`src/rtl/unique_draw_sequencer_pkg.sv`:
```
// Shared types and constants for the unique draw sequencer.
package unique_draw_sequencer_pkg;

  typedef enum logic [2:0] {
    ST_IDLE  = 3'd0,
    ST_DRAW  = 3'd1,
    ST_PROBE = 3'd2,
    ST_WAIT  = 3'd3,
    ST_DONE  = 3'd4
  } state_t;

  // Right-shift Galois taps for x^16 + x^14 + x^13 + x^11 + 1.
  localparam logic [15:0] LFSR_TAPS_16 = 16'hB400;

  // Bits needed to count 0..value-1; at least 1.
  function automatic int clog2(input int value);
    int w;
    w = 1;
    while (w < 31 && (32'd1 << w) < value) w++;
    return w;
  endfunction

endpackage

```
`src/rtl/unique_draw_sequencer_lfsr_galois.sv`:
```
// Free-running right-shift Galois LFSR; a zero seed is replaced by 1 so the
// register can never lock up at zero.
module lfsr_galois
  import unique_draw_sequencer_pkg::*;
#(
  parameter int                 LFSR_W = 16,
  parameter logic [LFSR_W-1:0] SEED   = 16'hACE1,
  parameter logic [LFSR_W-1:0] TAPS   = LFSR_TAPS_16
) (
  input  logic              clk,
  input  logic              rst,
  output logic [LFSR_W-1:0] q
);

  localparam logic [LFSR_W-1:0] SEED_NZ = (SEED == '0) ? LFSR_W'(1) : SEED;

  always_ff @(posedge clk) begin
    if (rst)       q <= SEED_NZ;
    else if (q[0]) q <= (q >> 1) ^ TAPS;
    else           q <= q >> 1;
  end

endmodule

```
`src/rtl/unique_draw_sequencer.sv`:
```
// Paced non-repeating random draw over 0..2^VAL_W-1, one value per PERIOD.
// Build option UNIQUE_PROBE_EN: resolve collisions by linear probing (bounded latency).
module unique_draw_sequencer
  import unique_draw_sequencer_pkg::*;
#(
  parameter int                 VAL_W        = 3,
  parameter int                 PERIOD       = 50_000_000,
  parameter int                 LFSR_W       = 16,
  parameter logic [LFSR_W-1:0] SEED         = 16'hACE1,
  parameter bit                 AUTO_RESTART = 1'b0
) (
  input  logic             clk,
  input  logic             rst,
  input  logic             start,
  input  logic             pause,
  output logic [VAL_W-1:0] value,
  output logic             value_valid,
  output logic [VAL_W:0]   draw_cnt,
  output logic             all_drawn,
  output logic             busy
);

  localparam int                 N          = 1 << VAL_W;
  localparam logic [VAL_W:0]     N_CNT      = (VAL_W+1)'(N);
  localparam int                 TIMER_W    = clog2(PERIOD);
  localparam logic [TIMER_W-1:0] TIMER_LAST = TIMER_W'(PERIOD - 1);

  state_t             state;
  logic [LFSR_W-1:0]  lfsr_q;
  logic [N-1:0]       mask;
  logic [TIMER_W-1:0] timer;
  logic [VAL_W-1:0]   cand;
  logic [VAL_W-1:0]   slot;
  logic [VAL_W:0]     cnt_inc;
  logic               unused_lfsr_hi;

  lfsr_galois #(
    .LFSR_W (LFSR_W),
    .SEED   (SEED),
    .TAPS   (LFSR_W'(LFSR_TAPS_16))
  ) u_lfsr (
    .clk (clk),
    .rst (rst),
    .q   (lfsr_q)
  );

  assign cand           = lfsr_q[VAL_W-1:0];
  assign unused_lfsr_hi = ^lfsr_q[LFSR_W-1:VAL_W];
  assign cnt_inc        = draw_cnt + (VAL_W+1)'(1);

`ifdef UNIQUE_PROBE_EN
  logic [VAL_W-1:0] probe_ptr;
  assign slot = (state == ST_PROBE) ? probe_ptr : cand;
`else
  assign slot = cand;
`endif

  always_ff @(posedge clk) begin
    if (rst) begin
      state       <= ST_IDLE;
      mask        <= '0;
      value       <= '0;
      value_valid <= 1'b0;
      draw_cnt    <= '0;
      all_drawn   <= 1'b0;
      busy        <= 1'b0;
      timer       <= '0;
`ifdef UNIQUE_PROBE_EN
      probe_ptr   <= '0;
`endif
    end else begin
      value_valid <= 1'b0;
      case (state)
        ST_IDLE: begin
          if (start) begin
            mask     <= '0;
            draw_cnt <= '0;
            busy     <= 1'b1;
            state    <= ST_DRAW;
          end
        end
`ifdef UNIQUE_PROBE_EN
        ST_DRAW, ST_PROBE: begin
`else
        ST_DRAW: begin
`endif
          if (!mask[slot]) begin
            mask[slot]  <= 1'b1;
            value       <= slot;
            value_valid <= 1'b1;
            draw_cnt    <= cnt_inc;
            timer       <= '0;
            if (cnt_inc == N_CNT) begin
              all_drawn <= 1'b1;
              busy      <= 1'b0;
              state     <= ST_DONE;
            end else begin
              state <= ST_WAIT;
            end
          end
`ifdef UNIQUE_PROBE_EN
          // cand is already known to be used, so probing starts one slot past it
          else if (state == ST_DRAW) begin
            probe_ptr <= cand + VAL_W'(1);
            state     <= ST_PROBE;
          end else begin
            probe_ptr <= probe_ptr + VAL_W'(1);
          end
`endif
        end
        ST_WAIT: begin
          if (!pause) begin
            if (timer == TIMER_LAST) state <= ST_DRAW;
            else                     timer <= timer + TIMER_W'(1);
          end
        end
        ST_DONE: begin
          if (AUTO_RESTART || start) begin
            mask      <= '0;
            draw_cnt  <= '0;
            all_drawn <= 1'b0;
            busy      <= 1'b1;
            state     <= ST_DRAW;
          end
        end
        default: begin
          state     <= ST_IDLE;
          mask      <= '0;
          value     <= '0;
          draw_cnt  <= '0;
          all_drawn <= 1'b0;
          busy      <= 1'b0;
          timer     <= '0;
        end
      endcase
    end
  end

endmodule

```
`config.mk`:
```
export PLATFORM = sky130hd
export DESIGN_NAME = unique_draw_sequencer
export DESIGN_NICKNAME = d
export VERILOG_FILES = /design/src/rtl/unique_draw_sequencer_pkg.sv /design/src/rtl/unique_draw_sequencer_lfsr_galois.sv /design/src/rtl/unique_draw_sequencer.sv
export SDC_FILE = /design/constraint.sdc
export NUM_CORES = 1
export LEC_CHECK = 0
export BUFFER_PORTS_ARGS = -buffer_cell sky130_fd_sc_hd__buf_2
export CAP_MARGIN = 20
export CORE_AREA = 8 8 82 84
export DETAILED_ROUTE_END_ITERATION = 12
export DIE_AREA = 0 0 90 92
export GPL_TIMING_DRIVEN = 1
export PLACE_DENSITY = 0.7
export SLEW_MARGIN = 20
export SYNTH_ARGS = -nofsm -noshare
export SYNTH_HDL_FRONTEND = slang
export SYNTH_SLANG_ARGS = --single-unit
```
`constraint.sdc`:
```
create_clock -name clk -period 5.4 [get_ports clk]
set_input_delay 1.08 -clock clk [delete_from_list [all_inputs] [get_ports clk]]
set_output_delay 1.08 -clock clk [all_outputs]
set_load 0.01 [all_outputs]
```
# After elaboration in Yosys (flattened, before gate mapping)
# Cells that the tools add are included.
# W data, S select, Z words.
# word_totals
elab_cells	76
ff_bits	63
input_bits	4
out_inout_bits	10
# op_classes
n_reduce_logical	12
mux	32
n_bitwise	7
magnitude_cmp	2
addsub	2
eq_ne	12
# op_table
operator	count
$mux W26	3
$pmux W26 S3	1
$add A26 B1 Y26 const B	1
$eq A26 B26 Y1 const B	1
$pmux W8 S3	1
$mux W3	6
$mux W16	1
$mux W8	2
$reduce_and A4 Y1	4
$ne A2 B2 Y1 const B	6
$pmux W4 S3	1
$mux W1	9
$pmux W3 S3	1
$mux W4	2
$or A8 B8 Y8	1
$pmux W1 S3	2
$pmux W3 S2	1
$reduce_or A2 Y1	3
$not A1 Y1	5
$add A4 B1 Y4 const B	1
$eq A4 B4 Y1 const B	1
$lt A3 B4 Y1 const B	1
$not A3 Y4	1
$bmux W1 S3	1
11 further kinds	11

# Longest topological paths before layout
# depth
word_depth	7
mapped_depth	9
ltp_nobuf	7

# By module
# A second synthesis with hierarchy kept.
# hier_totals
cells_unflattened	336
area_unflattened_um2	3111.7
# modules_own_cells
mod	area_each_um2	cells_each	instances	seq_area_each_um2
unique_draw_sequencer	2648.8	300	1	940.9
lfsr_galois	462.9	36	1	320.3

# Least setup slack after synthesis
# No wires, ideal clock.
# synth_path
path_kind	input -> register
startpoint	input port pause
endpoint	register timer[25]
required_time_ns	5.276
setup_time_ns	0.124
setup_slack_ns	3.185
n_path_buf	0
stages	5
arrival_ns	2.091
path_cell_list	nand3b_1 nor3_1 a31oi_1 o21ai_0 o21ai_0
# synth_between
elab_chain_cells	2
# synth_lines
item	line_no	text
from (decl)	unique_draw_sequencer.sv:15	input logic pause,
$ne A2 B2 Y1 (no source line)	n/a	
$reduce_and A4 Y1 (no source line)	n/a	
to (signal assigned)	unique_draw_sequencer.sv:114	else timer <= timer + TIMER_W'(1);
to (decl)	unique_draw_sequencer.sv:31	logic [TIMER_W-1:0] timer;
# No other way between the ends.
# A chain may end at the register's enable or synchronous reset.

# Worst setup path after layout
# layout_path
startpoint	register u_lfsr.q[0]
endpoint	register timer[14]
# layout_between
elab_chain_cells	4
# layout_lines
item	line_no	text
from (decl)	unique_draw_sequencer_lfsr_galois.sv:12	output logic [LFSR_W-1:0] q
from (signal assigned)	unique_draw_sequencer_lfsr_galois.sv:19	else if (q[0]) q <= (q >> 1) ^ TAPS;
from (signal assigned)	unique_draw_sequencer_lfsr_galois.sv:20	else q <= q >> 1;
$bmux W1 S3	unique_draw_sequencer.sv:87	if (!mask[slot]) begin
$mux W1 (not written as such)	unique_draw_sequencer.sv:87	
$ne A2 B2 Y1 (no source line)	n/a	
$reduce_and A4 Y1 (no source line)	n/a	
# No other way between the ends. The select of a mux whose other input is x is not followed.

==> flow_summary.rst <==
.. list-table::
   :header-rows: 1

   * - Metric
     - Value
   * - Die height
     - 92 um
   * - CP required
     - 5640 ps
   * - Min Hold Slack
     - 402 ps
   * - Cell types occupying the most area after synthesis
     - sky130_fd_sc_hd__dfxtp_1, sky130_fd_sc_hd__o21ai_0, sky130_fd_sc_hd__a21oi_1
   * - Worst setup EP type
     - flop
   * - Register-to-register path setup slack
     - 2830 ps
   * - Final hold violation count
     - 0
   * - Floorplan Core Area
     - 5410 um2
   * - Highest routed layer
     - met4
   * - Number of routed nets with antenna violations
     - 0
   * - Start-to-end type of the worst setup path
     - flop to flop
   * - P&R area growth vs syn
     - 10.2%
   * - Maximum fanout count along the critical path
     - 20
   * - HPWL reported at the end of detailed placement
     - 4020 um
   * - Overall power of the completed layout
     - 0.982 mW
   * - Worst-case clock buffer depth
     - 2
   * - Max cap viols
     - 0
   * - Worst endpoint data arrival time
     - 2810 ps
   * - Shortest period the worst path allows
     - 2570 ps
   * - Aggregate routed wire length
     - 6060 um
   * - Pin count of the biggest net entering global routing
     - 39
   * - Antenna cells
     - 0
   * - Max Clock Skew
     - 9.07 ps
   * - Leading cell types in the layout, fill and taps excluded
     - sky130_fd_sc_hd__dfxtp_1, sky130_fd_sc_hd__o21ai_0, sky130_fd_sc_hd__a21oi_1
   * - Number of search-and-repair iterations in the first detailed-routing pass
     - 4
   * - Part of the power in the clock network
     - 42.5%
   * - Port Buffer Count
     - 13
   * - Origin of the critical flop-to-flop path
     - u_lfsr.q[0]
   * - Cell type with the highest aggregate area in the netlist
     - sky130_fd_sc_hd__dfxtp_1
   * - Drt wl/cell
     - 14.9 um
   * - Fin cells
     - 406
   * - DRC violations left
     - 0
   * - Filler instances
     - 496
   * - Flip-flop and latch count after synthesis
     - 63
   * - Internal power
     - 0.733 mW
   * - Worst slew pin tran
     - 852 ps
   * - Worst Reg-to-Reg Cells
     - 6
   * - Relative contribution of combinational cells to total power
     - 7.5%
   * - Initial drt markers
     - 188
   * - Placement-stage cell area
     - 2940 um2
   * - Unique masters post-synth
     - 54
   * - Delay contributed by the slowest stage of the critical path
     - 720 ps
   * - Number of standard-cell rows in the floorplan
     - 27
   * - Cell at the root of the clock tree
     - sky130_fd_sc_hd__clkbuf_8
   * - Num CTS Buffers
     - 9
   * - Via count of the first global-routing pass
     - 2275
   * - Register clock-pin slew on the reported worst setup and hold paths
     - 80 ps
   * - Net switching power of the design
     - 0.249 mW
   * - Reg power frac
     - 49.9%
   * - Routability congestion estimate from global placement
     - 0.784
   * - CTS tree
     - done
   * - Starting density of the core
     - 53.0%
   * - Run status
     - complete, no violations
   * - Number of synthesis warnings
     - 0
   * - CP Launch Type
     - flop
   * - Cell count after placement
     - 390
   * - Clock latency reported for the late side of the worst-skew pair
     - 340 ps
   * - Chip width
     - 90 um
   * - Netlist Area Pre-Place
     - 2870 um2
   * - Global-route usage over all layers
     - 15.2%
   * - Share of final-layout standard cells stronger than drive strength 1
     - 14.1%
   * - Synth async-reset ratio
     - 0%
   * - Met1 Routed Length
     - 2790 um
   * - Mean Syn Cell Area
     - 8.93 um2
   * - Most instantiated flip-flop cell in the synthesis netlist
     - sky130_fd_sc_hd__dfxtp_1
   * - Number of nets in the layout
     - 336
   * - Critical Path Slowest Stage Cell
     - sky130_fd_sc_hd__a211oi_4
   * - Power per cell area
     - 311 nW/um2
   * - Post-route clock period utilization
     - 47.6%
   * - Register area share after synthesis
     - 44.0%
   * - Most common cell after layout, fill and taps aside
     - sky130_fd_sc_hd__dfxtp_1
   * - Sum of negative setup slack
     - 0 ps
   * - Count of hold-fix buffers inserted at cts
     - 0
   * - Class of the tightest hold or removal check
     - flop to flop
   * - Die Area
     - 8280 um2
   * - Antenna violations before repair
     - 0
   * - Setup repair after global routing missed its margin
     - false
   * - GR Overflow Total
     - 0
   * - Max-slew violations
     - 0
   * - Reg-to-reg critical path endpoint
     - timer[14]
   * - Max_slew headroom
     - 43.2%
   * - Post-layout instance area
     - 3160 um2
   * - Timing startpoint of the critical path
     - u_lfsr.q[0]
   * - Number of setup violations in the final report
     - 0
   * - Crit path cell chain
     - mux2i_1, a22oi_1, nand4b_1, a211oi_4, o21ai_0, o41ai_1
   * - Cells after synthesis
     - 321
   * - Top-level I/O count
     - 14
   * - Amount of wire on met2 after detailed routing
     - 2880 um
   * - Count of flip-flops with a built-in enable after synthesis
     - 0
   * - Max VDD drop
     - 178 uV
   * - First-pass GRT wire length
     - 10400 um
   * - Detail Route met3 WL
     - 263 um
   * - Count of buffers added by post-CTS timing repair for setup
     - 0
   * - Capturing instance or port of the critical path
     - timer[14]
   * - Post-Synthesis Net Count
     - 328
   * - Vias per std cell
     - 6.00
   * - Clock sink count
     - 63
   * - Fmax
     - 0.389 GHz
   * - Fraction of power spent switching nets
     - 25.4%
   * - CTS H-tree lvls
     - 3
   * - Total via count after detailed routing
     - 2438
   * - Proportion of netlist area held by the largest area contributor
     - 44.0%
   * - Static Leakage
     - 1.15 nW
   * - Cts repair resizes
     - 0
==> registers in the layout, indices dropped and copies added (netlist names) <==
signal and count:
all_drawn 1, u_lfsr.q 16, state 3, timer 26, value_valid 1, value 3, draw_cnt 4, busy 1
mask 8
==> layout make-up <==
| class | instances | area (um2) | share of cell area, % |
|---|---|---|---|
| clock buffer | 10 | 138 | 4.36 |
| clock inverter | 6 | 70.1 | 2.22 |
| inverter | 4 | 15.0 | 0.475 |
| multi-input combinational | 237 | 1510 | 47.9 |
| sequential | 63 | 1260 | 39.9 |
| tap | 72 | 90.1 | 2.85 |
| timing repair buffer | 14 | 72.6 | 2.30 |
==> worst min path at each step <==
stage,slack [ps],cells after the start,end,from
detailed placement,390,1,u_lfsr.q[7],u_lfsr.q[8]
finish,400,1,u_lfsr.q[11],u_lfsr.q[12]
floorplan,390,1,u_lfsr.q[11],u_lfsr.q[12]
global route,420,1,u_lfsr.q[11],u_lfsr.q[12]
CTS,400,1,u_lfsr.q[11],u_lfsr.q[12]
global placement,390,1,u_lfsr.q[11],u_lfsr.q[12]
==> cell families after synthesis <==
logic type	Yosys count	share of synthesized area, %
AND/OR/NAND/NOR	117	23.5
XOR/XNOR	3	0.917
AO/OA/AOI/OAI	109	24.7
flip-flops	63	44.0
adder cells (fa/ha/maj)	3	1.31
buffers and inverters	21	3.75
multiplexers	5	1.75
==> synthesized netlist by cell type (all sizes together) (3+ instances only) <==
cell type and instances:
o41ai 3, xnor2 3, and4 6, nor2 21, buf 10, o21ai 38
nand2 12, inv 4, nor3 7, and3 4, nand2b 7, nand4 9
dfxtp 63, a41oi 7, a32o 4, or2 7, and2 5, clkbuf 7
a211oi 4, nand3 18, a31oi 9, mux2i 5, a21oi 24, a22o 6
nor2b 10, ha 3
==> power groups by stage <==
| stage | logic [mW] | clock network, mW | registers (mW) |
|---|---|---|---|
| after floorplan | 0.0596 | 0 | 0.496 |
| after global placement | 0.0724 | 0 | 0.500 |
| after detailed placement | 0.0733 | 0 | 0.500 |
| after CTS | 0.0733 | 0.425 | 0.490 |
| after global routing | 0.0828 | 0.446 | 0.492 |
| final | 0.0740 | 0.418 | 0.490 |
==> per-stage QoR <==
stage               setup WS [ps]  utilization, %
finish                       2830            58.4
global route                 2580            58.4
CTS                          2560            58.3
detailed placement           2480            54.4
global placement             2550            54.4
floorplan                    3190               -
==> layer usage <==
metal	global-route usage, %	up-vias
li1	-	1221
met1	17.6	1152
met2	25.2	53
met3	3.75	12
met4	8.46	0
met5	0	-
==> worst max-delay path, delay by kind of cell (launching register included) <==
family / cells / cell delay (ps)
multiplexers: 1 / 150
flip-flops: 1 / 690
AND/OR/NAND/NOR: 1 / 200
AO/OA/AOI/OAI: 4 / 1420
Note: power is estimated with default switching activity, not from simulation.
